`config.mk`:
```
export PLATFORM = sky130hd
export DESIGN_NAME = game_tick_scheduler
export DESIGN_NICKNAME = d
export VERILOG_FILES = /design/src/rtl/game_pkg.sv /design/src/rtl/rate_tick_gen.sv /design/src/rtl/game_tick_scheduler.sv
export SDC_FILE = /design/constraint.sdc
export NUM_CORES = 1
export LEC_CHECK = 0
export BUFFER_PORTS_ARGS = -buffer_cell sky130_fd_sc_hd__buf_2
export CELL_PAD_IN_SITES_DETAIL_PLACEMENT = 0
export CELL_PAD_IN_SITES_GLOBAL_PLACEMENT = 1
export CORE_ASPECT_RATIO = 0.5
export CORE_MARGIN = 2
export CORE_UTILIZATION = 35
export CTS_CLUSTER_DIAMETER = 50
export DETAILED_ROUTE_END_ITERATION = 16
export PLACE_DENSITY_LB_ADDON = 0.1
export REMOVE_ABC_BUFFERS = 1
export SLEW_MARGIN = 5
export SYNTH_ARGS = -nofsm -noshare
export SYNTH_HDL_FRONTEND = slang
export SYNTH_SLANG_ARGS = --single-unit
export TNS_END_PERCENT = 1
```
`constraint.sdc`:
```
create_clock -name clk -period 5.57 [get_ports clk]
set_input_delay 1.114 -clock clk [delete_from_list [all_inputs] [get_ports clk]]
set_output_delay 1.114 -clock clk [all_outputs]
set_load 0.05 [all_outputs]
```
`src/rtl/game_pkg.sv`:
```
// Shared types for the game tick scheduler: phase encoding, tick indices and
// the round-robin pointer step used by the tick arbiter.
package game_pkg;

  typedef enum logic [1:0] {
    PH_TITLE = 2'd0,
    PH_PLAY  = 2'd1,
    PH_PAUSE = 2'd2,
    PH_OVER  = 2'd3
  } phase_t;

  localparam int TK_BLOCK  = 0;
  localparam int TK_DDAVER = 1;
  localparam int TK_BULLET = 2;
  localparam int NUM_TICKS = 3;

  // Pointer to the tick after idx, wrapping bullet back to block.
  function automatic logic [1:0] rr_next(input logic [1:0] idx);
    return (idx == 2'(TK_BULLET)) ? 2'(TK_BLOCK) : idx + 2'd1;
  endfunction

endpackage

```
`src/rtl/rate_tick_gen.sv`:
```
// One update-rate divider feeding a saturating pending-tick counter.
// drop_o flags a wrap that found the pending counter already full.
module rate_tick_gen #(
  parameter int DIV    = 20,
  parameter int PEND_W = 2
) (
  input  logic              clk,
  input  logic              rst,
  input  logic              run_i,
  input  logic              clear_i,
  input  logic              grant_i,
  output logic [PEND_W-1:0] pending_o,
  output logic              drop_o
);

  localparam int CW = (DIV > 1) ? $clog2(DIV) : 1;
  localparam logic [CW-1:0]     LAST     = CW'(DIV - 1);
  localparam logic [PEND_W-1:0] PEND_MAX = '1;

  logic [CW-1:0]     cnt_q, cnt_d;
  logic [PEND_W-1:0] pend_q, pend_d;
  logic              wrap;

  always_comb begin
    cnt_d  = cnt_q;
    pend_d = pend_q;
    drop_o = 1'b0;
    wrap   = run_i && (cnt_q == LAST);
    if (clear_i) begin
      cnt_d  = '0;
      pend_d = '0;
    end else begin
      if (run_i) begin
        cnt_d = wrap ? '0 : cnt_q + 1'b1;
      end
      // A wrap granted in the same cycle is a straight hand-over: no change, never a drop.
      if (wrap && !grant_i) begin
        if (pend_q == PEND_MAX) begin
          drop_o = 1'b1;
        end else begin
          pend_d = pend_q + 1'b1;
        end
      end else if (grant_i && !wrap) begin
        pend_d = pend_q - 1'b1;
      end
    end
  end

  always_ff @(posedge clk) begin
    if (!rst) begin
      cnt_q  <= '0;
      pend_q <= '0;
    end else begin
      cnt_q  <= cnt_d;
      pend_q <= pend_d;
    end
  end

  assign pending_o = pend_q;

endmodule

```
`src/rtl/game_tick_scheduler.sv`:
```
// Game phase FSM plus blank-gated round-robin release of block/ddaver/bullet ticks.
// Define TICK_DROP_CNT_EN to add the saturating dropped_cnt output.
module game_tick_scheduler
  import game_pkg::*;
#(
  parameter int CLK_HZ    = 50_000_000,
  parameter int BLOCK_HZ  = 60,
  parameter int DDAVER_HZ = 1,
  parameter int BULLET_HZ = 90,
  parameter int PEND_W    = 2
) (
  input  logic       clk,
  input  logic       rst,
  input  logic       in_blank,
  input  logic       pause_req,
  input  logic       restart_req,
  input  logic       game_over,
  output logic       tick_block,
  output logic       tick_ddaver,
  output logic       tick_bullet,
  output logic       game_reset,
  output logic [1:0] phase
`ifdef TICK_DROP_CNT_EN
  ,
  output logic [7:0] dropped_cnt
`endif
);

  localparam int DIV_BLOCK  = CLK_HZ / BLOCK_HZ;
  localparam int DIV_DDAVER = CLK_HZ / DDAVER_HZ;
  localparam int DIV_BULLET = CLK_HZ / BULLET_HZ;

  phase_t                 phase_q;
  logic                   game_reset_q;
  logic [NUM_TICKS-1:0]   tick_q;
  logic [1:0]             rr_q, rr_d;
  logic [NUM_TICKS-1:0]   grant, drop, pend_nz;
  logic [PEND_W-1:0]      pend_block, pend_ddaver, pend_bullet;
  logic                   run, clear;
  logic [2:0]             rr_sum;
  logic [1:0]             rr_idx;

  assign run   = (phase_q == PH_PLAY);
  assign clear = (phase_q == PH_TITLE) || (phase_q == PH_OVER);

  rate_tick_gen #(.DIV(DIV_BLOCK), .PEND_W(PEND_W)) u_gen_block (
    .clk(clk), .rst(rst), .run_i(run), .clear_i(clear), .grant_i(grant[TK_BLOCK]),
    .pending_o(pend_block), .drop_o(drop[TK_BLOCK])
  );

  rate_tick_gen #(.DIV(DIV_DDAVER), .PEND_W(PEND_W)) u_gen_ddaver (
    .clk(clk), .rst(rst), .run_i(run), .clear_i(clear), .grant_i(grant[TK_DDAVER]),
    .pending_o(pend_ddaver), .drop_o(drop[TK_DDAVER])
  );

  rate_tick_gen #(.DIV(DIV_BULLET), .PEND_W(PEND_W)) u_gen_bullet (
    .clk(clk), .rst(rst), .run_i(run), .clear_i(clear), .grant_i(grant[TK_BULLET]),
    .pending_o(pend_bullet), .drop_o(drop[TK_BULLET])
  );

  assign pend_nz[TK_BLOCK]  = |pend_block;
  assign pend_nz[TK_DDAVER] = |pend_ddaver;
  assign pend_nz[TK_BULLET] = |pend_bullet;

  // Grants only during blanking so the updater never changes state mid-frame.
  always_comb begin
    grant  = '0;
    rr_d   = rr_q;
    rr_sum = '0;
    rr_idx = '0;
    if (run && in_blank) begin
      for (int k = 0; k < NUM_TICKS; k++) begin
        rr_sum = {1'b0, rr_q} + 3'(k);
        rr_idx = (rr_sum >= 3'd3) ? 2'(rr_sum - 3'd3) : rr_sum[1:0];
        if ((grant == '0) && pend_nz[rr_idx]) begin
          grant[rr_idx] = 1'b1;
          rr_d          = rr_next(rr_idx);
        end
      end
    end
  end

  always_ff @(posedge clk) begin
    if (!rst) begin
      phase_q      <= PH_TITLE;
      game_reset_q <= 1'b0;
      tick_q       <= '0;
      rr_q         <= 2'(TK_BLOCK);
    end else begin
      tick_q       <= grant;
      rr_q         <= rr_d;
      game_reset_q <= 1'b0;
      case (phase_q)
        PH_TITLE, PH_OVER: begin
          if (restart_req) begin
            phase_q      <= PH_PLAY;
            game_reset_q <= 1'b1;
          end
        end
        PH_PLAY: begin
          if (game_over) begin
            phase_q <= PH_OVER;
          end else if (pause_req) begin
            phase_q <= PH_PAUSE;
          end
        end
        PH_PAUSE: begin
          if (pause_req) begin
            phase_q <= PH_PLAY;
          end
        end
        default: phase_q <= PH_TITLE;
      endcase
    end
  end

  assign tick_block  = tick_q[TK_BLOCK];
  assign tick_ddaver = tick_q[TK_DDAVER];
  assign tick_bullet = tick_q[TK_BULLET];
  assign game_reset  = game_reset_q;
  assign phase       = phase_q;

`ifdef TICK_DROP_CNT_EN
  logic [7:0] drop_cnt_q;
  logic [1:0] drop_sum;
  logic [8:0] drop_acc;

  assign drop_sum = {1'b0, drop[TK_BLOCK]} + {1'b0, drop[TK_DDAVER]} + {1'b0, drop[TK_BULLET]};
  assign drop_acc = {1'b0, drop_cnt_q} + {7'd0, drop_sum};

  // Cleared on the same edge that raises game_reset.
  always_ff @(posedge clk) begin
    if (!rst) begin
      drop_cnt_q <= '0;
    end else if (clear && restart_req) begin
      drop_cnt_q <= '0;
    end else begin
      drop_cnt_q <= drop_acc[8] ? 8'hFF : drop_acc[7:0];
    end
  end

  assign dropped_cnt = drop_cnt_q;
`else
  logic unused_drop;
  assign unused_drop = ^drop;
`endif

endmodule

```
==> results by group <==
Critical path
  • CP Capture Point: u_gen_block.pending_o[0]
  • Crit path max-delay cell type: a222oi_1
  • Crit path required time: 5760 ps
  • Crit-path cells: inv_1 -> ha_1 -> nor2b_1 -> a222oi_1 -> o221ai_2 -> nor4b_4 -> or4_1 -> a21oi_1 -> a211oi_1
  • CP Class: flop to flop
  • R2R depth: 9
  • Critical path launch point: rr_q[1]
  • Worst-path maximum fanout: 9
  • Reg2reg start: rr_q[1]
  • R2r setup slk: 2580 ps
  • Setup crit end kind: flop
  • Critical Path AT: 3180 ps
  • Critical Path Start Type: flop
  • CP peak stage delay: 820 ps
  • R2R Path End: u_gen_block.pending_o[0]

Synth
  • Post-synthesis register bit count: 80
  • XOR/XNOR share of the synthesized area: 0.132
  • Prevailing post-synth register cell: dfxtp_1
  • Adder-cell share of the synthesized area: 0.0352
  • Synth Area in Compound Gates: 0.0876
  • Synth warnings: 0
  • Simple-Gate Fraction of Synth Area: 0.303
  • Cell variety after synth: 52
  • Synth Cell Area: 3910 sq um
  • Share of the synthesized area in the top cell type: 0.409
  • Gate Count Post-Synth: 465
  • Top post-synthesis cells by area: dfxtp_1, xor2_1, nor2_1
  • Register area share after synthesis: 0.409
  • Mux cell area share after synthesis: 0.0102
  • Yosys top cell by area: dfxtp_1
  • Largest family of logic cells by synthesized area: simple AND/OR/NAND/NOR gates
  • Post-synth EDFFs: 0
  • Synth async-reset ratio: 0
  • Syn_area_per_cell: 8.42 sq um

Clocking
  • Root buffer cell: clkbuf_16
  • Clock buffer depth: 2
  • Clock slew at reported path FFs: 60 ps
  • CTS tree: done
  • Postcts setup bufs: 0
  • Post-CTS sizing: 0
  • Worst skew pair latency: 330 ps
  • Clk sinks: 80
  • TritonCTS Buffers: 9
  • CTS Hold Bufs: 0
  • # H-tree levels: 3

Power
  • Clock group share of total power: 0.464
  • Sw power: 0.000305 W
  • Total power: 0.00128 W
  • Peak VDD IR: 0.133 mV
  • Reg power frac: 0.457
  • Combinational power share: 0.079
  • Pwr per Cell Area: 289 nW/um^2
  • Sw Share: 0.239
  • Internal power: 0.000974 W
  • Leakage Power: 1.60 nW

Job
  • Max-cap violation count: 0

Global route
  • Largest net degree at the start of global routing: 31
  • Initial antenna violation count: 0
  • Global Route Usage Sum: 0.140
  • Number of global-route vias before repair: 2,928
  • GR Overflow Total: 0
  • First-pass GRT wire length: 13,700 microns

Timing
  • Max-slew violations: 0
  • Final hold slack: 489 ps
  • Setup WS post-layout: 2580 ps
  • Fin crit share: 0.537
  • Tightest Pin Transition: 924 ps
  • Final setup viols: 0
  • Post-layout min period: 2990 ps
  • RSZ-0062 raised after global routing: no
  • Max transition margin: 0.384
  • Max Fclk: 0.334 GHz
  • Setup TNS: 0 ps
  • Final hold viol count: 0
  • Skew final: 4.55 ps

Floorplanning
  • Initial Util: 0.358
  • Top Ports: 12
  • FP Rows: 27
  • Die Span Y: 78.8 microns
  • Core Region: 10,900 sq um
  • Die width: 154 microns
  • Die area: 12,100 sq um

Detailed routing
  • Drt drc: 0
  • Post-DR vias/cell: 4.87
  • WL/cell: 12.6 microns
  • Final WL: 7940 microns
  • Iter 0 DRT Violations: 133
  • Vias post-DR: 3,058
  • ANT nets after route: 0
  • Drt first pass iters: 4

Final layout
  • Final nets: 495
  • Area occupied by multi-input gates: 2220 sq um
  • FF/Latch Area: 1600 sq um
  • Layout cells sized above 1: 0.0663
  • Ant. Diodes: 0
  • Area Growth Syn to Fin: 12.9%
  • Fillers: 1,146
  • Finished Cell Area: 4420 sq um

Run status
  • Status: finished clean

Placed design
  • IO Port Bufs: 11
  • Post-DP Area: 4120 sq um
  • DP HPWL: 5540 microns
  • Dpl ws: 2570 ps
  • Routability cong.: 0.751

Hold path
  • Worst Hold Class: flop to flop
registers in the layout (all words and copies together), names as in the netlist:
name,flops
u_gen_ddaver.cnt_q,26
u_gen_block.cnt_q,20
u_gen_bullet.cnt_q,20
tick_q,3
phase,2
rr_q,2
u_gen_block.pending_o,2
u_gen_bullet.pending_o,2
u_gen_ddaver.pending_o,2
game_reset,1
metal layers:
metal  up-vias  share of wire  global-route usage
li1       1619              -                   -
met1      1405           0.52               0.183
met5         -              0                   0
met4         0         0.0088              0.0413
met2        28           0.44               0.224
met3         6          0.030              0.0442
worst min path at each step:
stage / startpoint / to / slack [ps] / cells past startpoint
after floorplan: u_gen_ddaver.pending_o[0] / u_gen_ddaver.pending_o[0] / 440 / 1
after global placement: u_gen_ddaver.pending_o[0] / u_gen_ddaver.pending_o[0] / 470 / 1
after detailed placement: u_gen_ddaver.cnt_q[6] / u_gen_ddaver.cnt_q[6] / 480 / 2
after CTS: u_gen_ddaver.pending_o[0] / u_gen_ddaver.pending_o[0] / 490 / 1
after global routing: u_gen_ddaver.cnt_q[6] / u_gen_ddaver.cnt_q[6] / 520 / 2
final: u_gen_ddaver.cnt_q[6] / u_gen_ddaver.cnt_q[6] / 490 / 2
cell families (layout without fill, tap and decap cells):
logic type,Yosys count,after routing
AO/OA/AOI/OAI,51,51
multiplexers,4,4
XOR/XNOR,59,59
flip-flops,80,80
adder cells (fa/ha/maj),11,11
AND/OR/NAND/NOR,237,237
buffers and inverters,23,41
layout make-up:
type / instances / area share
multi-input combinational: 362 / 0.503
sequential: 80 / 0.362
clock buffer: 13 / 0.0589
tap: 145 / 0.0411
timing repair buffer: 12 / 0.0142
inverter: 13 / 0.0110
clock inverter: 3 / 0.00906
metrics by stage:
step	util	std cells
after floorplan	-	455
after global placement	0.376	612
after detailed placement	0.376	612
after CTS	0.404	628
after global routing	0.404	628
final	0.404	628
critical path, delay by kind of cell (launching register included):
family                   cells  cell delay, ps
flip-flops                   1             350
AND/OR/NAND/NOR              3             860
buffers and inverters        1              80
adder cells (fa/ha/maj)      1             280
AO/OA/AOI/OAI                4            1270
power by group through the flow:
stage	clock (W)	sequential (W)	combinational, W
after floorplan	0	0.000608	0.0000583
after global placement	0	0.000597	0.000105
after detailed placement	0	0.000597	0.000105
after CTS	0.000616	0.000584	0.000105
after global routing	0.000640	0.000585	0.000115
final	0.000593	0.000585	0.000102
cell usage after synthesis (4+ instances only):
master and n:
dfxtp_1 80, nor2_1 80, nand2_1 47, xor2_1 43, nand3_1 22, a21oi_1 16, xnor2_1 16, and3_1 15
nand4_1 15, inv_1 13, ha_1 11, nand2b_1 11, o21ai_0 11, nor3_1 9, clkbuf_1 8, nor2b_1 7
and2_1 5, and4_1 5, mux2i_1 4
cell usage in the layout, fill, tap and decap left out, drive strengths merged, types with 12 or more instances in the layout:
master,instances
buf,12
clkbuf,13
xnor2,16
nor2,80
inv,13
xor2,43
nand2,47
and3,15
nand3,22
a21oi,16
nand4,15
dfxtp,80
(Power assumes the default switching activity.)
